===== src/rtl/retire_trace_buffer.sv =====
// Retire trace buffer: circular capture of retired-instruction records
// with pc/memwrite trigger, post-trigger window and stop-when-full mode.
//
// Ports:
//   CLK, RST          clock, async active-low reset
//   ret_*             retire record input (valid, pc, inst, rd, wdata, flags)
//   trig_mode/trig_pc trigger selection and match pc
//   arm, stop         restart capture / force DONE
//   rd_ready, rd_*    head record drain interface
//   count, state      records held, capture state
//   triggered         trigger fired since last arm
//   overflow          record overwritten or dropped since last arm
module retire_trace_buffer #(
    parameter int XLEN      = 64,
    parameter int DEPTH     = 16,
    parameter int POST_TRIG = 4
) (
    input  logic                     CLK,
    input  logic                     RST,
    input  logic                     ret_valid,
    input  logic [XLEN-1:0]          ret_pc,
    input  logic [31:0]              ret_inst,
    input  logic [4:0]               ret_rd,
    input  logic [XLEN-1:0]          ret_wdata,
    input  logic                     ret_regwrite,
    input  logic                     ret_memwrite,
    input  logic [1:0]               trig_mode,
    input  logic [XLEN-1:0]          trig_pc,
    input  logic                     arm,
    input  logic                     stop,
    input  logic                     rd_ready,
    output logic                     rd_valid,
    output logic [XLEN-1:0]          rd_pc,
    output logic [31:0]              rd_inst,
    output logic [4:0]               rd_rd,
    output logic [XLEN-1:0]          rd_wdata,
    output logic [1:0]               rd_flags,
    output logic [$clog2(DEPTH):0]   count,
    output logic [1:0]               state,
    output logic                     triggered,
    output logic                     overflow
);

    localparam int AW = $clog2(DEPTH);
    localparam logic [AW-1:0] PTR_ONE  = AW'(1);
    localparam logic [AW:0]   CNT_ONE  = (AW+1)'(1);
    localparam logic [AW:0]   CNT_FULL = (AW+1)'(DEPTH);
    localparam logic [AW:0]   CNT_LAST = (AW+1)'(DEPTH - 1);
    localparam logic [AW-1:0] POST_INIT = AW'(POST_TRIG);

    typedef enum logic [1:0] {
        IDLE    = 2'd0,
        CAPTURE = 2'd1,
        POST    = 2'd2,
        DONE    = 2'd3
    } state_t;

    state_t          st;
    logic [AW-1:0]   wr_ptr;
    logic [AW-1:0]   rd_ptr;
    logic [AW-1:0]   post_cnt;

    logic [XLEN-1:0] mem_pc    [DEPTH];
    logic [31:0]     mem_inst  [DEPTH];
    logic [4:0]      mem_rd    [DEPTH];
    logic [XLEN-1:0] mem_wdata [DEPTH];
    logic [1:0]      mem_flags [DEPTH];

    logic capturing;
    logic full;
    logic m_fill;
    logic wr_en;
    logic drop;
    logic fill_done;
    logic trigger;
    logic pop;

    assign state     = st;
    assign capturing = (st == CAPTURE) || (st == POST);
    assign full      = (count == CNT_FULL);
    assign m_fill    = (trig_mode == 2'b11);

    // Stop-when-full mode refuses to overwrite; the record is dropped.
    assign wr_en = capturing && ret_valid && !arm && !(m_fill && full);
    assign drop  = capturing && ret_valid && !arm && m_fill && full;

    assign fill_done = (m_fill && wr_en && count == CNT_LAST) || drop;

    // stop wins over a same-cycle trigger, so it is masked here.
    assign trigger = (st == CAPTURE) && ret_valid && !stop &&
                     (((trig_mode == 2'b01) && (ret_pc == trig_pc)) ||
                      ((trig_mode == 2'b10) && ret_memwrite));

    assign rd_valid = ((st == IDLE) || (st == DONE)) && (count != '0);
    assign pop      = rd_valid && rd_ready && !arm;

    // Fields read as zero whenever no record is offered.
    assign rd_pc    = rd_valid ? mem_pc[rd_ptr]    : '0;
    assign rd_inst  = rd_valid ? mem_inst[rd_ptr]  : '0;
    assign rd_rd    = rd_valid ? mem_rd[rd_ptr]    : '0;
    assign rd_wdata = rd_valid ? mem_wdata[rd_ptr] : '0;
    assign rd_flags = rd_valid ? mem_flags[rd_ptr] : '0;

    always_ff @(posedge CLK) begin
        if (wr_en) begin
            mem_pc[wr_ptr]    <= ret_pc;
            mem_inst[wr_ptr]  <= ret_inst;
            mem_rd[wr_ptr]    <= ret_rd;
            mem_wdata[wr_ptr] <= ret_wdata;
            mem_flags[wr_ptr] <= {ret_regwrite, ret_memwrite};
        end
    end

    always_ff @(posedge CLK or negedge RST) begin
        if (!RST) begin
            st        <= IDLE;
            wr_ptr    <= '0;
            rd_ptr    <= '0;
            count     <= '0;
            post_cnt  <= '0;
            triggered <= 1'b0;
            overflow  <= 1'b0;
        end else if (arm) begin
            st        <= CAPTURE;
            wr_ptr    <= '0;
            rd_ptr    <= '0;
            count     <= '0;
            post_cnt  <= '0;
            triggered <= 1'b0;
            overflow  <= 1'b0;
        end else begin
            if (wr_en) begin
                wr_ptr <= wr_ptr + PTR_ONE;
                if (full) begin
                    rd_ptr   <= rd_ptr + PTR_ONE;
                    overflow <= 1'b1;
                end else begin
                    count <= count + CNT_ONE;
                end
            end else if (pop) begin
                rd_ptr <= rd_ptr + PTR_ONE;
                count  <= count - CNT_ONE;
            end
            if (drop) overflow <= 1'b1;

            unique case (st)
                CAPTURE: begin
                    if (stop || fill_done) begin
                        st <= DONE;
                    end else if (trigger) begin
                        triggered <= 1'b1;
                        post_cnt  <= POST_INIT;
                        st        <= (POST_TRIG == 0) ? DONE : POST;
                    end
                end
                POST: begin
                    if (stop || fill_done) begin
                        st <= DONE;
                    end else if (ret_valid) begin
                        post_cnt <= post_cnt - PTR_ONE;
                        if (post_cnt == PTR_ONE) st <= DONE;
                    end
                end
                default: ;
            endcase
        end
    end

endmodule


===== config.mk =====
export PLATFORM = sky130hd
export DESIGN_NAME = retire_trace_buffer
export DESIGN_NICKNAME = d
export VERILOG_FILES = /design/src/rtl/retire_trace_buffer.sv
export SDC_FILE = /design/constraint.sdc
export NUM_CORES = 2
export LEC_CHECK = 0
export ABC_AREA = 1
export CORE_ASPECT_RATIO = 2
export CORE_MARGIN = 5
export CORE_UTILIZATION = 45
export DETAILED_ROUTE_END_ITERATION = 6
export MAX_ROUTING_LAYER = met4
export PLACE_DENSITY = 0.58
export SETUP_SLACK_MARGIN = 0.5
export SYNTH_ARGS = -nofsm -noshare
export SYNTH_HDL_FRONTEND = slang
export SYNTH_SLANG_ARGS = --single-unit

===== constraint.sdc =====
create_clock -name CLK -period 26.1 [get_ports CLK]
set_input_delay 6.525 -clock CLK [delete_from_list [all_inputs] [get_ports CLK]]
set_output_delay 6.525 -clock CLK [all_outputs]
set_load 0.02 [all_outputs]

# == Word-level counts from Yosys, hierarchy flattened ==
# Memories as Yosys holds them, arrays and structs flattened.
# Index checks and enable logic that the tools add are counted.
# op_classes
add_sub_neg,5
eq_ne,20
muxes,38
n_reduce_logical,39
# op_table
cell,n
64-bit 2-to-1 mux,2
64-bit equality test,1
4-bit 2-to-1 mux,11
32-bit 2-to-1 mux,1
5-bit 2-to-1 mux,5
"3-bit != test, second input constant",6
1-bit logical AND,16
2-bit 2-to-1 mux,7
3-bit nonzero test,4
1-bit 2-to-1 mux,10
"4-bit by 1-bit adder with 4-bit output, second input constant",2
"2-bit equality test, second input constant",4
"4-bit by 3-bit != test with 1-bit output, second input constant",2
4-bit one-hot mux with 2 select lines,1
2-bit AND reduction,3
2-bit nonzero test,3
"5-bit by 1-bit adder with 5-bit output, second input constant",1
"5-bit by 4-bit equality test with 1-bit output, second input constant",1
"5-bit equality test, second input constant",1
1-bit logical OR,5
5-bit AND reduction,1
5-bit nonzero test,1
"5-bit by 1-bit subtractor with 5-bit output, second input constant",1
"2-bit by 1-bit equality test with 1-bit output, second input constant",2
9 further kinds,11
# word_totals
reg_bits,21
ramBits,2672
input_bits,239
out_inout_bits,177
memories,5
# memory_table
memory,words,word_bits,read_ports,rd_ports_with_merged_regs,write_ports,line_no,text
mem_pc,16,64,1,0,1,63,logic [XLEN-1:0] mem_pc [DEPTH];
mem_wdata,16,64,1,0,1,66,logic [XLEN-1:0] mem_wdata [DEPTH];
mem_inst,16,32,1,0,1,64,logic [31:0] mem_inst [DEPTH];
mem_rd,16,5,1,0,1,65,logic [4:0] mem_rd [DEPTH];
mem_flags,16,2,1,0,1,67,logic [1:0] mem_flags [DEPTH];

# == Logic depth before layout (Yosys ltp) ==
# logic_depth
ltp_word,12
mapped_depth,15
depth_no_buf,15

# == Worst setup path before layout ==
# No wires, ideal clock.
# synth_path
path_type,input port to flip-flop
startpoint,in arm
endpoint,"mem mem_flags[11][0], enable pin"
setup_time_ns,0.697
arrival_ns,14.267
required_ns,25.403
slack_ns,11.136
stages,6
path_cell_list,buf_4 -> nor3_4 -> inv_2 -> a21oi_4 -> nand2_1 -> nor2_1
# synth_via
elab_chain_len,5
# synth_rtl
element,line_no,text
from (decl),29,"input logic arm,"
1-bit zero test,84,assign wr_en = capturing && ret_valid && !arm && !(m_fill && full);
1-bit logical AND (2 in a row),84,
1-bit 2-to-1 mux,105,if (wr_en) begin
1-bit 2-to-1 mux (not written as such),110,"mem_flags[wr_ptr] <= {ret_regwrite, ret_memwrite};"
to (decl),67,
# No other way between the ends.

# == Final worst setup path ==
# layout_path
startpoint,reg rd_ptr[0]
endpoint,out rd_inst[23]
# layout_via
elab_chain_len,2
# layout_rtl
element,line_no,text
from (decl),60,logic [AW-1:0] rd_ptr;
from (signal assigned),135,rd_ptr <= rd_ptr + PTR_ONE;
from (signal assigned),141,rd_ptr <= rd_ptr + PTR_ONE;
memory 16 x 32 bit,n/a,
32-bit 2-to-1 mux,99,assign rd_inst = rd_valid ? mem_inst[rd_ptr] : '0;
to (decl),34,"output logic [31:0] rd_inst,"
# No other way between the ends.

==> summary.md <==
| Metric | Value |
|---|---|
| Synth area leaders | `edfxtp_1, o21ai_0, nor2_1, o221ai_1, clkbuf_1` |
| Via count | `67,300` |
| Die area | `0.245 mm²` |
| Slew Limit Headroom | `11.7%` |
| Port bufs | `roughly 420` |
| Global-route wire length before repair | `446 mm` |
| Worst EP arrival | `6840 ps` |
| Hold crit path type | `reg -> reg` |
| GR Overflow Total | `0` |
| GP Congestion | `0.787` |
| Largest net degree at the start of global routing | `250` |
| CTS Hold Buffers Added | `0` |
| Final Hold Viols | `0` |
| CTS clock-pin slew for the worst setup and hold paths | `70 ps` |
| Worst slew pin tran | `1320 ps` |
| Core area | `0.234 mm²` |
| Num Clock Sinks | `between 2,000 and 3,000` |
| Post-synth ARST share | `less than 1%` |
| Power per cell area | `97.9 mW/mm²` |
| GRT Resource Usage Total | `25.0%` |
| Compound-Gate Fraction of Synth Area | `~14%` |
| Library cells used by synthesis | `33` |
| Max-cap viol count | `0` |
| Yosys warns | `0` |
| # IOs | `roughly 420` |
| Setup bufs post-CTS | `0` |
| Vias in the first global route | `approximately 67,000` |
| Area Overhead vs Synth | `13.7%` |
| Synthesis-stage register bit count | `about 2,700` |
| Remaining antenna violation count | `0` |
| Status | `complete, no violations` |
| Clock Path Buffers | `4` |
| Synth Area per Inst | `13.9 µm²` |
| WL met1 | `125 mm` |
| Most common cell in the netlist | `edfxtp_1` |
| Die X | `352 µm` |
| Post-synthesis mux area share | `0%` |
| H-tree depth | `4` |
| CTS root buffer | `clkbuf_16` |
| Routed wl met3 | `17.0 mm` |
| Setup_tns | `0 ps` |
| Largest family of logic cells by synthesized area | `compound AO/OA/AOI/OAI gates` |
| Initial antenna violation count | `32` |
| Syn Inst Count | `7,565` |
| Min Tclk post-route | `13,370 ps` |
| Pre-antenna DRT Iters | `5` |
| Number of synthesized flops with an enable pin | `2,672` |
| TritonCTS clock tree | `done` |
| Util after Layout | `between 50 and 60%` |
| Post-Synth Adder-Cell Area | `less than 1%` |
| Top sig layer | `met4` |
| Cell taking the most area after synthesis | `edfxtp_1` |
| Clock skew | `52.1 ps` |
| Resize count post-CTS | `0` |
| Final Max Slew Viols | `0` |
| Synth top area share | `between 70% and 80%` |
| Die Ht | `695 µm` |
| Critical Path RT | `roughly 20,000 ps` |
| CP Launch Type | `register` |
| Row Count | `about 250` |
| Fill cell count | `around 19,000` |
| Layout Nets | `about 8,000` |
| Routed WL per cell | `between 20 and 30 µm` |
| Final setup viols | `0` |
| Vias per cell | `roughly 6.1` |
| Seq/Total Area, Yosys | `between 70% and 80%` |
| Worst vdd ir | `0.000140 V` |
| Share of cells above drive strength 1 | `6.30%` |
| Commonest cells post-synth | `edfxtp_1, nor2_1, o21ai_0` |
| Total wire length | `308 mm` |
| Starting Density | `45.1%` |
| LEAKAGE | `about 37 nW` |
| Met2 wire length | `about 160 mm` |
| DR iter-0 viols | `roughly 6,000` |
| Dpl hpwl | `153 mm` |
| Mapped Nets | `7,817` |
| Crit-path max FO | `90` |
| Clock Latency Late Sink | `about 900 ps` |
| Post-route DRC | `0` |
| Max Freq | `0.0748 GHz` |
| XOR/XNOR Fraction of Synth Area | `0.199%` |
| Endpoint type of the worst setup path | `primary output` |
| Num CTS Buffers | `238` |
| Setup CP Type | `reg -> out` |
| Total power | `~12 mW` |
| Syn Std Cell Area | `0.105 mm²` |
| Ys flop type | `edfxtp_1` |
| Final period utilization | `51.2%` |
| RSZ-0062 raised after global routing | `no` |
| Simple-gate share of the synthesized area | `6.48%` |
[cells in the final DEF, fill, tap and decap left out, drive strengths merged, types with 125 or more instances in the layout]
cell type      synthesis  layout
a21oi                173     173
nand2                157     157
nand3                156     156
edfxtp              2672    2672
o221ai               474     474
clkdlybuf4s50          0     415
o21ai               1351    1351
nor2                1412    1412
o211ai               195     195
clkbuf               401     282
buf                  176     125
o22ai                198     198
[state kept, by name, summed over array words and instances, names as in the netlist]
name       cells
wr_ptr         4
count          5
mem_flags     32
post_cnt       4
triggered      1
mem_pc      1024
mem_inst     512
overflow       1
state          2
mem_rd        80
mem_wdata   1024
rd_ptr         4
[power breakdown]
| group | total [mW] | internal [mW] | switching [mW] | leakage, nW |
|---|---|---|---|---|
| Combinational | 3.29 | 0.984 | 2.30 | 9.04 |
| Sequential | 4.91 | 4.86 | 0.0565 | 24.3 |
| Clock | 3.54 | 1.97 | 1.57 | 3.73 |
| Total | 11.7 | 7.81 | 3.92 | 37.1 |
[path summary, 6_finish.rpt]
check,from,to,slack (ps),cells past startpoint
max,rd_ptr[0],rd_inst[23],12730,9
min,overflow,overflow,530,2
max reg2reg,state[0],mem_inst[0][30],20950,10
min reg2reg,overflow,overflow,530,2
max in group asynchronous,RST,rd_ptr[1],18900,1
min in group asynchronous,RST,triggered,6280,1
[cells by family after synthesis]
group / count (synthesis)
AO/OA/AOI/OAI: 2394
XOR/XNOR: 24
adder cells (fa/ha/maj): 13
buffers and inverters: 690
flip-flops: 2693
AND/OR/NAND/NOR: 1751
[routing by layer]
metal,vias to the layer above,GRT usage (%)
li1,29400,-
met1,35000,31.7
met2,2393,43.3
met3,494,2.89
met4,0,6.53
met5,-,-
[critical path, stage by stage, from the launching register on]
cell and delay, ps:
dfrtp_4 1010, buf_4 760, buf_4 810, buf_4 760
buf_4 710, o21ai_0 230, o221ai_1 220, nand3_1 100
a21oi_1 400, clkdlybuf4s50_1 700
[per-stage QoR]
| step | instance area, µm² | worst slack [ps] | std cells | hold slack [ps] |
|---|---|---|---|---|
| 2_1_floorplan | 105000 | 11140 | 7565 | 464 |
| 3_3_place_gp | 112000 | 13860 | 10600 | 503 |
| 3_5_place_dp | 112000 | 13720 | 10600 | 513 |
| 4_1_cts | 120000 | 12740 | 11000 | 531 |
| 5_1_grt | 120000 | 12410 | 11000 | 549 |
| 6_report | 120000 | 12730 | 11000 | 527 |
[cell type report]
cell class              count  area [µm²]  share of cell area [%]
inverters                 113         463                   0.386
well taps                3036        3800                    3.17
multi-input cells        4182       21900                    18.2
repair buffers            540        5230                    4.36
diodes                     18        45.0                  0.0376
clock inverters           146        1510                    1.26
clock buffers             282        6160                    5.14
flip-flops and latches   2693       80800                    67.4
Note: power is estimated with default switching activity, not from simulation.
